==> src/rtl/vxc_pkg.sv <==
// Shared types and elaboration-time helpers for the vector-times-constant chunk sequencer.
package vxc_pkg;

  typedef enum logic [2:0] {
    S_IDLE,
    S_RD,
    S_WAIT_RD,
    S_LAUNCH,
    S_WAIT_DP,
    S_WR,
    S_DONE
  } state_e;

  localparam int unsigned MAX_LANES = 64;

  function automatic int unsigned num_chunks(input int unsigned neq, input int unsigned units);
    return (neq + units - 1) / units;
  endfunction

  // Lanes actually populated in the tail chunk; a full chunk when neq divides evenly.
  function automatic int unsigned valid_last(input int unsigned neq, input int unsigned units);
    return neq - (num_chunks(neq, units) - 1) * units;
  endfunction

  function automatic logic [MAX_LANES-1:0] lane_mask(input int unsigned valid);
    logic [MAX_LANES-1:0] mask;
    mask = '0;
    for (int unsigned i = 0; i < MAX_LANES; i++) begin
      mask[i] = (i < valid);
    end
    return mask;
  endfunction

endpackage

==> src/rtl/vxc_watchdog.sv <==
// Saturating cycle counter; expired flags the TIMEOUT-th cycle counted since the last load.
module vxc_watchdog #(
  parameter int unsigned TIMEOUT = 64
) (
  input  logic clk,
  input  logic reset,
  input  logic load,
  input  logic enable,
  output logic expired
);

  localparam int unsigned CW = $clog2(TIMEOUT + 1);

  logic [CW-1:0] count_q, count_d;

  assign expired = (count_q == CW'(TIMEOUT - 1));

  always_comb begin
    count_d = count_q;
    if (load) begin
      count_d = '0;
    end else if (enable && !expired) begin
      count_d = count_q + CW'(1);
    end
  end

  always_ff @(posedge clk or posedge reset) begin
    if (reset) begin
      count_q <= '0;
    end else begin
      count_q <= count_d;
    end
  end

endmodule

==> src/rtl/vxc_chunk_sequencer.sv <==
// Walks the operand memories chunk by chunk, launches the vXc datapath per chunk and
// writes each result chunk back, with a watchdog on the datapath completion strobe.
module vxc_chunk_sequencer
  import vxc_pkg::*;
#(
  parameter int unsigned NUMBER_OF_EQUATIONS = 16,
  parameter int unsigned NO_OF_UNITS         = 8,
  parameter int unsigned ELEMENT_WIDTH       = 32,
  parameter int unsigned ADDR_WIDTH          = 8,
  parameter int unsigned MEM_RD_LAT          = 2,
  parameter int unsigned TIMEOUT             = 64
) (
  input  logic                                 clk,
  input  logic                                 reset,
  input  logic                                 start,
  input  logic                                 op,
  input  logic [ELEMENT_WIDTH-1:0]             constant,
  output logic                                 busy,
  output logic                                 finish,
  output logic                                 error,
  output logic                                 mem_rd_en,
  output logic [ADDR_WIDTH-1:0]                mem_rd_addr,
  input  logic [ELEMENT_WIDTH*NO_OF_UNITS-1:0] vec1_data,
  input  logic [ELEMENT_WIDTH*NO_OF_UNITS-1:0] vec2_data,
  output logic [ELEMENT_WIDTH*NO_OF_UNITS-1:0] dp_first_row,
  output logic [ELEMENT_WIDTH*NO_OF_UNITS-1:0] dp_second_row,
  output logic [ELEMENT_WIDTH-1:0]             dp_constant,
  output logic                                 dp_op,
  output logic                                 dp_start,
  input  logic                                 dp_done,
  input  logic [ELEMENT_WIDTH*NO_OF_UNITS-1:0] dp_result,
  output logic                                 res_we,
  output logic [ADDR_WIDTH-1:0]                res_addr,
  output logic [ELEMENT_WIDTH*NO_OF_UNITS-1:0] res_data,
  output logic [ADDR_WIDTH-1:0]                chunk_idx
);

  localparam int unsigned W          = ELEMENT_WIDTH * NO_OF_UNITS;
  localparam int unsigned NUM_CHUNKS = num_chunks(NUMBER_OF_EQUATIONS, NO_OF_UNITS);
  localparam int unsigned VALID_LAST = valid_last(NUMBER_OF_EQUATIONS, NO_OF_UNITS);
  localparam int unsigned LW         = (MEM_RD_LAT > 1) ? $clog2(MEM_RD_LAT) : 1;
  localparam logic [MAX_LANES-1:0] LAST_MASK = lane_mask(VALID_LAST);

  state_e                  state_q, state_d;
  logic [LW-1:0]           lat_cnt_q, lat_cnt_d;
  logic [ADDR_WIDTH-1:0]   chunk_q, chunk_d;
  logic                    op_q, op_d;
  logic [ELEMENT_WIDTH-1:0] const_q, const_d;
  logic                    busy_q, busy_d;
  logic                    finish_q, finish_d;
  logic                    error_q, error_d;
  logic                    rd_en_q, rd_en_d;
  logic [ADDR_WIDTH-1:0]   rd_addr_q, rd_addr_d;
  logic [W-1:0]            row1_q, row1_d;
  logic [W-1:0]            row2_q, row2_d;
  logic                    dp_start_q, dp_start_d;
  logic                    res_we_q, res_we_d;
  logic [ADDR_WIDTH-1:0]   res_addr_q, res_addr_d;
  logic [W-1:0]            res_data_q, res_data_d;
  logic                    wd_load, wd_en, wd_expired, last_chunk;

  vxc_watchdog #(.TIMEOUT(TIMEOUT)) u_watchdog (
    .clk     (clk),
    .reset   (reset),
    .load    (wd_load),
    .enable  (wd_en),
    .expired (wd_expired)
  );

  assign last_chunk = (chunk_q == ADDR_WIDTH'(NUM_CHUNKS - 1));

  always_comb begin
    state_d    = state_q;
    lat_cnt_d  = lat_cnt_q;
    chunk_d    = chunk_q;
    op_d       = op_q;
    const_d    = const_q;
    busy_d     = busy_q;
    finish_d   = 1'b0;
    error_d    = error_q;
    rd_en_d    = 1'b0;
    rd_addr_d  = rd_addr_q;
    row1_d     = row1_q;
    row2_d     = row2_q;
    dp_start_d = 1'b0;
    res_we_d   = 1'b0;
    res_addr_d = res_addr_q;
    res_data_d = res_data_q;
    wd_load    = 1'b0;
    wd_en      = 1'b0;
    unique case (state_q)
      S_IDLE: begin
        if (start) begin
          op_d      = op;
          const_d   = constant;
          error_d   = 1'b0;
          chunk_d   = '0;
          busy_d    = 1'b1;
          rd_en_d   = 1'b1;
          rd_addr_d = '0;
          state_d   = S_RD;
        end
      end
      S_RD: begin
        lat_cnt_d = '0;
        state_d   = S_WAIT_RD;
      end
      S_WAIT_RD: begin
        if (lat_cnt_q == LW'(MEM_RD_LAT - 1)) begin
          // Tail-chunk lanes beyond the vector length are forced to zero.
          for (int unsigned i = 0; i < NO_OF_UNITS; i++) begin
            if (last_chunk && !LAST_MASK[i]) begin
              row1_d[i*ELEMENT_WIDTH +: ELEMENT_WIDTH] = '0;
              row2_d[i*ELEMENT_WIDTH +: ELEMENT_WIDTH] = '0;
            end else begin
              row1_d[i*ELEMENT_WIDTH +: ELEMENT_WIDTH] = vec1_data[i*ELEMENT_WIDTH +: ELEMENT_WIDTH];
              row2_d[i*ELEMENT_WIDTH +: ELEMENT_WIDTH] = vec2_data[i*ELEMENT_WIDTH +: ELEMENT_WIDTH];
            end
          end
          dp_start_d = 1'b1;
          wd_load    = 1'b1;
          state_d    = S_LAUNCH;
        end else begin
          lat_cnt_d = lat_cnt_q + LW'(1);
        end
      end
      S_LAUNCH: begin
        wd_en   = 1'b1;
        state_d = S_WAIT_DP;
      end
      S_WAIT_DP: begin
        wd_en = 1'b1;
        if (dp_done) begin
          res_data_d = dp_result;
          res_we_d   = 1'b1;
          res_addr_d = chunk_q;
          state_d    = S_WR;
        end else if (wd_expired) begin
          error_d  = 1'b1;
          finish_d = 1'b1;
          state_d  = S_DONE;
        end
      end
      S_WR: begin
        if (last_chunk) begin
          finish_d = 1'b1;
          state_d  = S_DONE;
        end else begin
          chunk_d   = chunk_q + ADDR_WIDTH'(1);
          rd_en_d   = 1'b1;
          rd_addr_d = chunk_q + ADDR_WIDTH'(1);
          state_d   = S_RD;
        end
      end
      S_DONE: begin
        busy_d  = 1'b0;
        state_d = S_IDLE;
      end
      default: state_d = S_IDLE;
    endcase
  end

  always_ff @(posedge clk or posedge reset) begin
    if (reset) begin
      state_q    <= S_IDLE;
      lat_cnt_q  <= '0;
      chunk_q    <= '0;
      op_q       <= 1'b0;
      const_q    <= '0;
      busy_q     <= 1'b0;
      finish_q   <= 1'b0;
      error_q    <= 1'b0;
      rd_en_q    <= 1'b0;
      rd_addr_q  <= '0;
      row1_q     <= '0;
      row2_q     <= '0;
      dp_start_q <= 1'b0;
      res_we_q   <= 1'b0;
      res_addr_q <= '0;
      res_data_q <= '0;
    end else begin
      state_q    <= state_d;
      lat_cnt_q  <= lat_cnt_d;
      chunk_q    <= chunk_d;
      op_q       <= op_d;
      const_q    <= const_d;
      busy_q     <= busy_d;
      finish_q   <= finish_d;
      error_q    <= error_d;
      rd_en_q    <= rd_en_d;
      rd_addr_q  <= rd_addr_d;
      row1_q     <= row1_d;
      row2_q     <= row2_d;
      dp_start_q <= dp_start_d;
      res_we_q   <= res_we_d;
      res_addr_q <= res_addr_d;
      res_data_q <= res_data_d;
    end
  end

  assign busy          = busy_q;
  assign finish        = finish_q;
  assign error         = error_q;
  assign mem_rd_en     = rd_en_q;
  assign mem_rd_addr   = rd_addr_q;
  assign dp_first_row  = row1_q;
  assign dp_second_row = row2_q;
  assign dp_constant   = const_q;
  assign dp_op         = op_q;
  assign dp_start      = dp_start_q;
  assign res_we        = res_we_q;
  assign res_addr      = res_addr_q;
  assign res_data      = res_data_q;
  assign chunk_idx     = chunk_q;

endmodule
==> config.mk <==
export PLATFORM = sky130hd
export DESIGN_NAME = vxc_chunk_sequencer
export DESIGN_NICKNAME = d
export VERILOG_FILES = /design/src/rtl/vxc_pkg.sv /design/src/rtl/vxc_watchdog.sv /design/src/rtl/vxc_chunk_sequencer.sv
export SDC_FILE = /design/constraint.sdc
export NUM_CORES = 2
export LEC_CHECK = 0
export ABC_AREA = 1
export BUFFER_PORTS_ARGS = -buffer_cell sky130_fd_sc_hd__buf_2
export CAP_MARGIN = 20
export CORE_AREA = 4 4 642 644
export CTS_CLUSTER_DIAMETER = 80
export CTS_CLUSTER_SIZE = 25
export DETAILED_ROUTE_END_ITERATION = 10
export DIE_AREA = 0 0 646 648
export SYNTH_ARGS = -nofsm -noshare
export SYNTH_HDL_FRONTEND = slang
export SYNTH_SLANG_ARGS = --single-unit
==> constraint.sdc <==
create_clock -name clk -period 37.7 [get_ports clk]
set_input_delay 3.77 -clock clk [delete_from_list [all_inputs] [get_ports clk]]
set_output_delay 3.77 -clock clk [all_outputs]
set_load 0.01 [all_outputs]
==> flow_summary.yaml <==
yosys:
  yosys.cell_types.count: 24
  netlist_area_sq_mm: 0.03165
  netlist_instances: 3591
  synth_seq_area_share_pct: 65.94
  synth_seq_cells: 834
  yosysWarnings: 0
  syn_area_per_cell_sq_um: 8.814
  syn-num-nets: 4399
place:
  dpl.cell_count: 10490
  gp_congestion: 0.9190
  numPortBuffers: 1635
  dpl.hpwl_microns: 312700
  dpl_cell_area_sq_mm: 0.04596
layout:
  final_nets: 5960
  areaGrowthSynthToFinish_pct: 57.07
  design_area_sq_mm: 0.04971
  regArea_sq_mm: 0.02087
  drive_above_1_share_pct: 34.94
  n_fill_cell: 47120
  finalNonFillerCells: 10830
  multi_input_area_sq_mm: 0.009644
power_and_ir_drop:
  internal-power_w: 0.002379
  p_seq_share_pct: 33.7
  clock_power_share_pct: 21.8
  power_frac_comb_pct: 44.5
  peakVddDrop_uv: 44.47
  p_sw_share_pct: 49.65
  p_switching_w: 0.002347
  powerDensity_mw_per_mm2: 95.06
  power.leakage_nw: 25.86
critical_path:
  critPathKind: "input pin to asynchronous set/reset pin"
  cp.required_ns: 38.51
  cp-start-kind: "input pin"
  cp_data_arrival_time_ns: 7.63
  cp-end-kind: "asynchronous set/reset pin"
  cp_max_fo: 139
clocking:
  cts.root.buffer_cell: "clkbuf_16"
  post-cts-setup-buffers: 0
  insertion_delay_ns: 0.84
  postCtsHoldBufs: 0
  numCtsBuffers: 87
  clock_path_buffers: 4
  htreeDepth: 3
  cts_sinks: 834
  post_cts_resized: 0
  clkTransAtPathRegs_ns: 0.07
  cts_tree: "yes"
grt:
  first_global_vias: 30340
  antenna_found_initial: 530
  grt_max_degree: 140
  grt_pass1_wl_microns: 418300
  track_usage_pct: 16.14
  globalRouteOverflowTotal: 0
routing:
  drt-initial-drc-count: 3071
  drtAntennaViolNets: 0
  viasPerCell: 3.041
  routed_wl_microns: 353100
  firstDrtPassIters: 5
  wl_per_cell_microns: 32.61
  drc: 0
  vias: 32930
sta:
  hold_viol: 0
  final.setup_skew_ns: 0.05979
  rsz0062_at_grt: "no"
  final_max_slew_viol_count: 0
  worst_hold_slack_ns: 0.4752
  worst_pin_slew_ns: 1.122
  maxSlewHeadroom_pct: 25.19
  max_clock_freq_mhz: 146.7
  fin_tns_setup_ns: 0
  fin_crit_sh_pct: 18.08
  post-route-min-period_ns: 6.815
  setup_violations: 0
floorplanning:
  floorplan.rows: 234
  die_y_microns: 648
  core_area_sq_mm: 0.4058
  die-area_sq_mm: 0.4186
  ios: 1636
  fp.dieW_microns: 646
  start_util_pct: 7.800
min_path:
  hp-class: "flop to flop"
outcome:
  status: "complete, no violations"
flow_run:
  maxCapViolations: 0
==> per-layer routing <==
metal | part of all wire [%] | global-route usage [%] | up-vias
li1 | - | - | 14160
met1 | 36 | 17.51 | 15500
met2 | 43 | 24.62 | 2179
met3 | 15 | 10.61 | 875
met4 | 5.2 | 6.807 | 210
met5 | 0.40 | 0 | -
==> placed cells by master (no fill, tap or decap), types with 4 or more instances in the layout <==
master,instances
inv_1,53
buf_2,1635
diode_2,180
nand2_1,2398
bufinv_16,4
clkinv_8,11
nor2_1,15
dfrtp_1,834
inv_16,13
clkinvlp_4,5
clkinv_16,4
buf_4,24
inv_8,13
clkbuf_16,88
nand3_1,27
inv_12,11
o21ai_0,48
==> worst paths after layout <==
check | slack, ns | cells past startpoint | end | startpoint
min in group asynchronous | 2.99 | 2 | dp_second_row[9] | reset
hold / removal | 0.48 | 2 | dp_first_row[175] | dp_first_row[175]
max in group clk | 31.42 | 7 | res_data[181] | dp_done
hold reg to reg | 0.48 | 2 | dp_first_row[175] | dp_first_row[175]
setup reg to reg | 32.08 | 8 | dp_second_row[26] | state_q[2]
setup / recovery | 30.88 | 6 | res_data[37] | reset
==> cell families after synthesis <==
group,synth area share (%)
AO/OA/AOI/OAI,0.7985
XOR/XNOR,0.1107
adder cells (fa/ha/maj),0.1186
buffers and inverters,3.692
flip-flops,65.94
AND/OR/NAND/NOR,29.34
==> per-stage QoR <==
| stage | total power, W | worst slack [ns] | utilization [%] |
|---|---|---|---|
| 6_report | 0.004726 | 30.88 | 12.25 |
| 5_1_grt | 0.005025 | 30.41 | 12.19 |
| 4_1_cts | 0.004853 | 30.87 | 12.14 |
| 3_5_place_dp | 0.003781 | 29.93 | 11.33 |
| 3_3_place_gp | 0.003768 | 29.99 | 11.33 |
| 2_1_floorplan | 0.002293 | 10.50 | - |
==> critical path, stage by stage <==
cell and delay (ns):
buf_2 0.13, inv_8 0.44, buf_12 0.53, buf_4 0.68
buf_12 0.48, buf_4 0.90
==> flip-flops by register name, indices dropped and copies added (netlist names) <==
signal,flops
dp_second_row,256
mem_rd_addr,8
res_addr,8
u_watchdog.count_q,7
lat_cnt_q,1
mem_rd_en,1
dp_start,1
dp_constant,32
res_data,256
dp_op,1
finish,1
res_we,1
error,1
busy,1
state_q,3
dp_first_row,256
==> cell usage after synthesis, drive strengths merged <==
library cell	instances	area, sq um
nand2	2398	9001
ha	3	37.54
nand3b	2	15.01
nor2	17	73.82
xor2	2	17.52
xnor2	2	17.52
buf	133	744.5
o21ai	48	240.2
a21boi	1	7.510
inv	56	210.2
clkbuf	57	214.0
nand3	30	155.1
a21oi	1	5.000
dfrtp	834	20870
nor3	3	15.01
nor3b	1	7.510
nand4	3	18.77
==> cell type report <==
type	instances	share of cell area, %
antenna	180	0.9060
clock buffer	93	4.508
clock inverter	64	2.134
inverter	56	0.4681
multi-input combinational	2511	19.40
sequential	834	41.98
tap	5428	13.66
timing repair buffer	1662	16.94
==> power groups by stage <==
stage                     sequential [W]  clock, W  combinational, W
after CTS                        0.00159   0.00107           0.00220
final                            0.00159   0.00103           0.00210
after global placement           0.00158         0           0.00218
after detailed placement         0.00159         0           0.00219
after floorplan                  0.00177         0          0.000528
after global routing             0.00164   0.00110           0.00229
No activity file was read; power rests on OpenSTA's default activity.
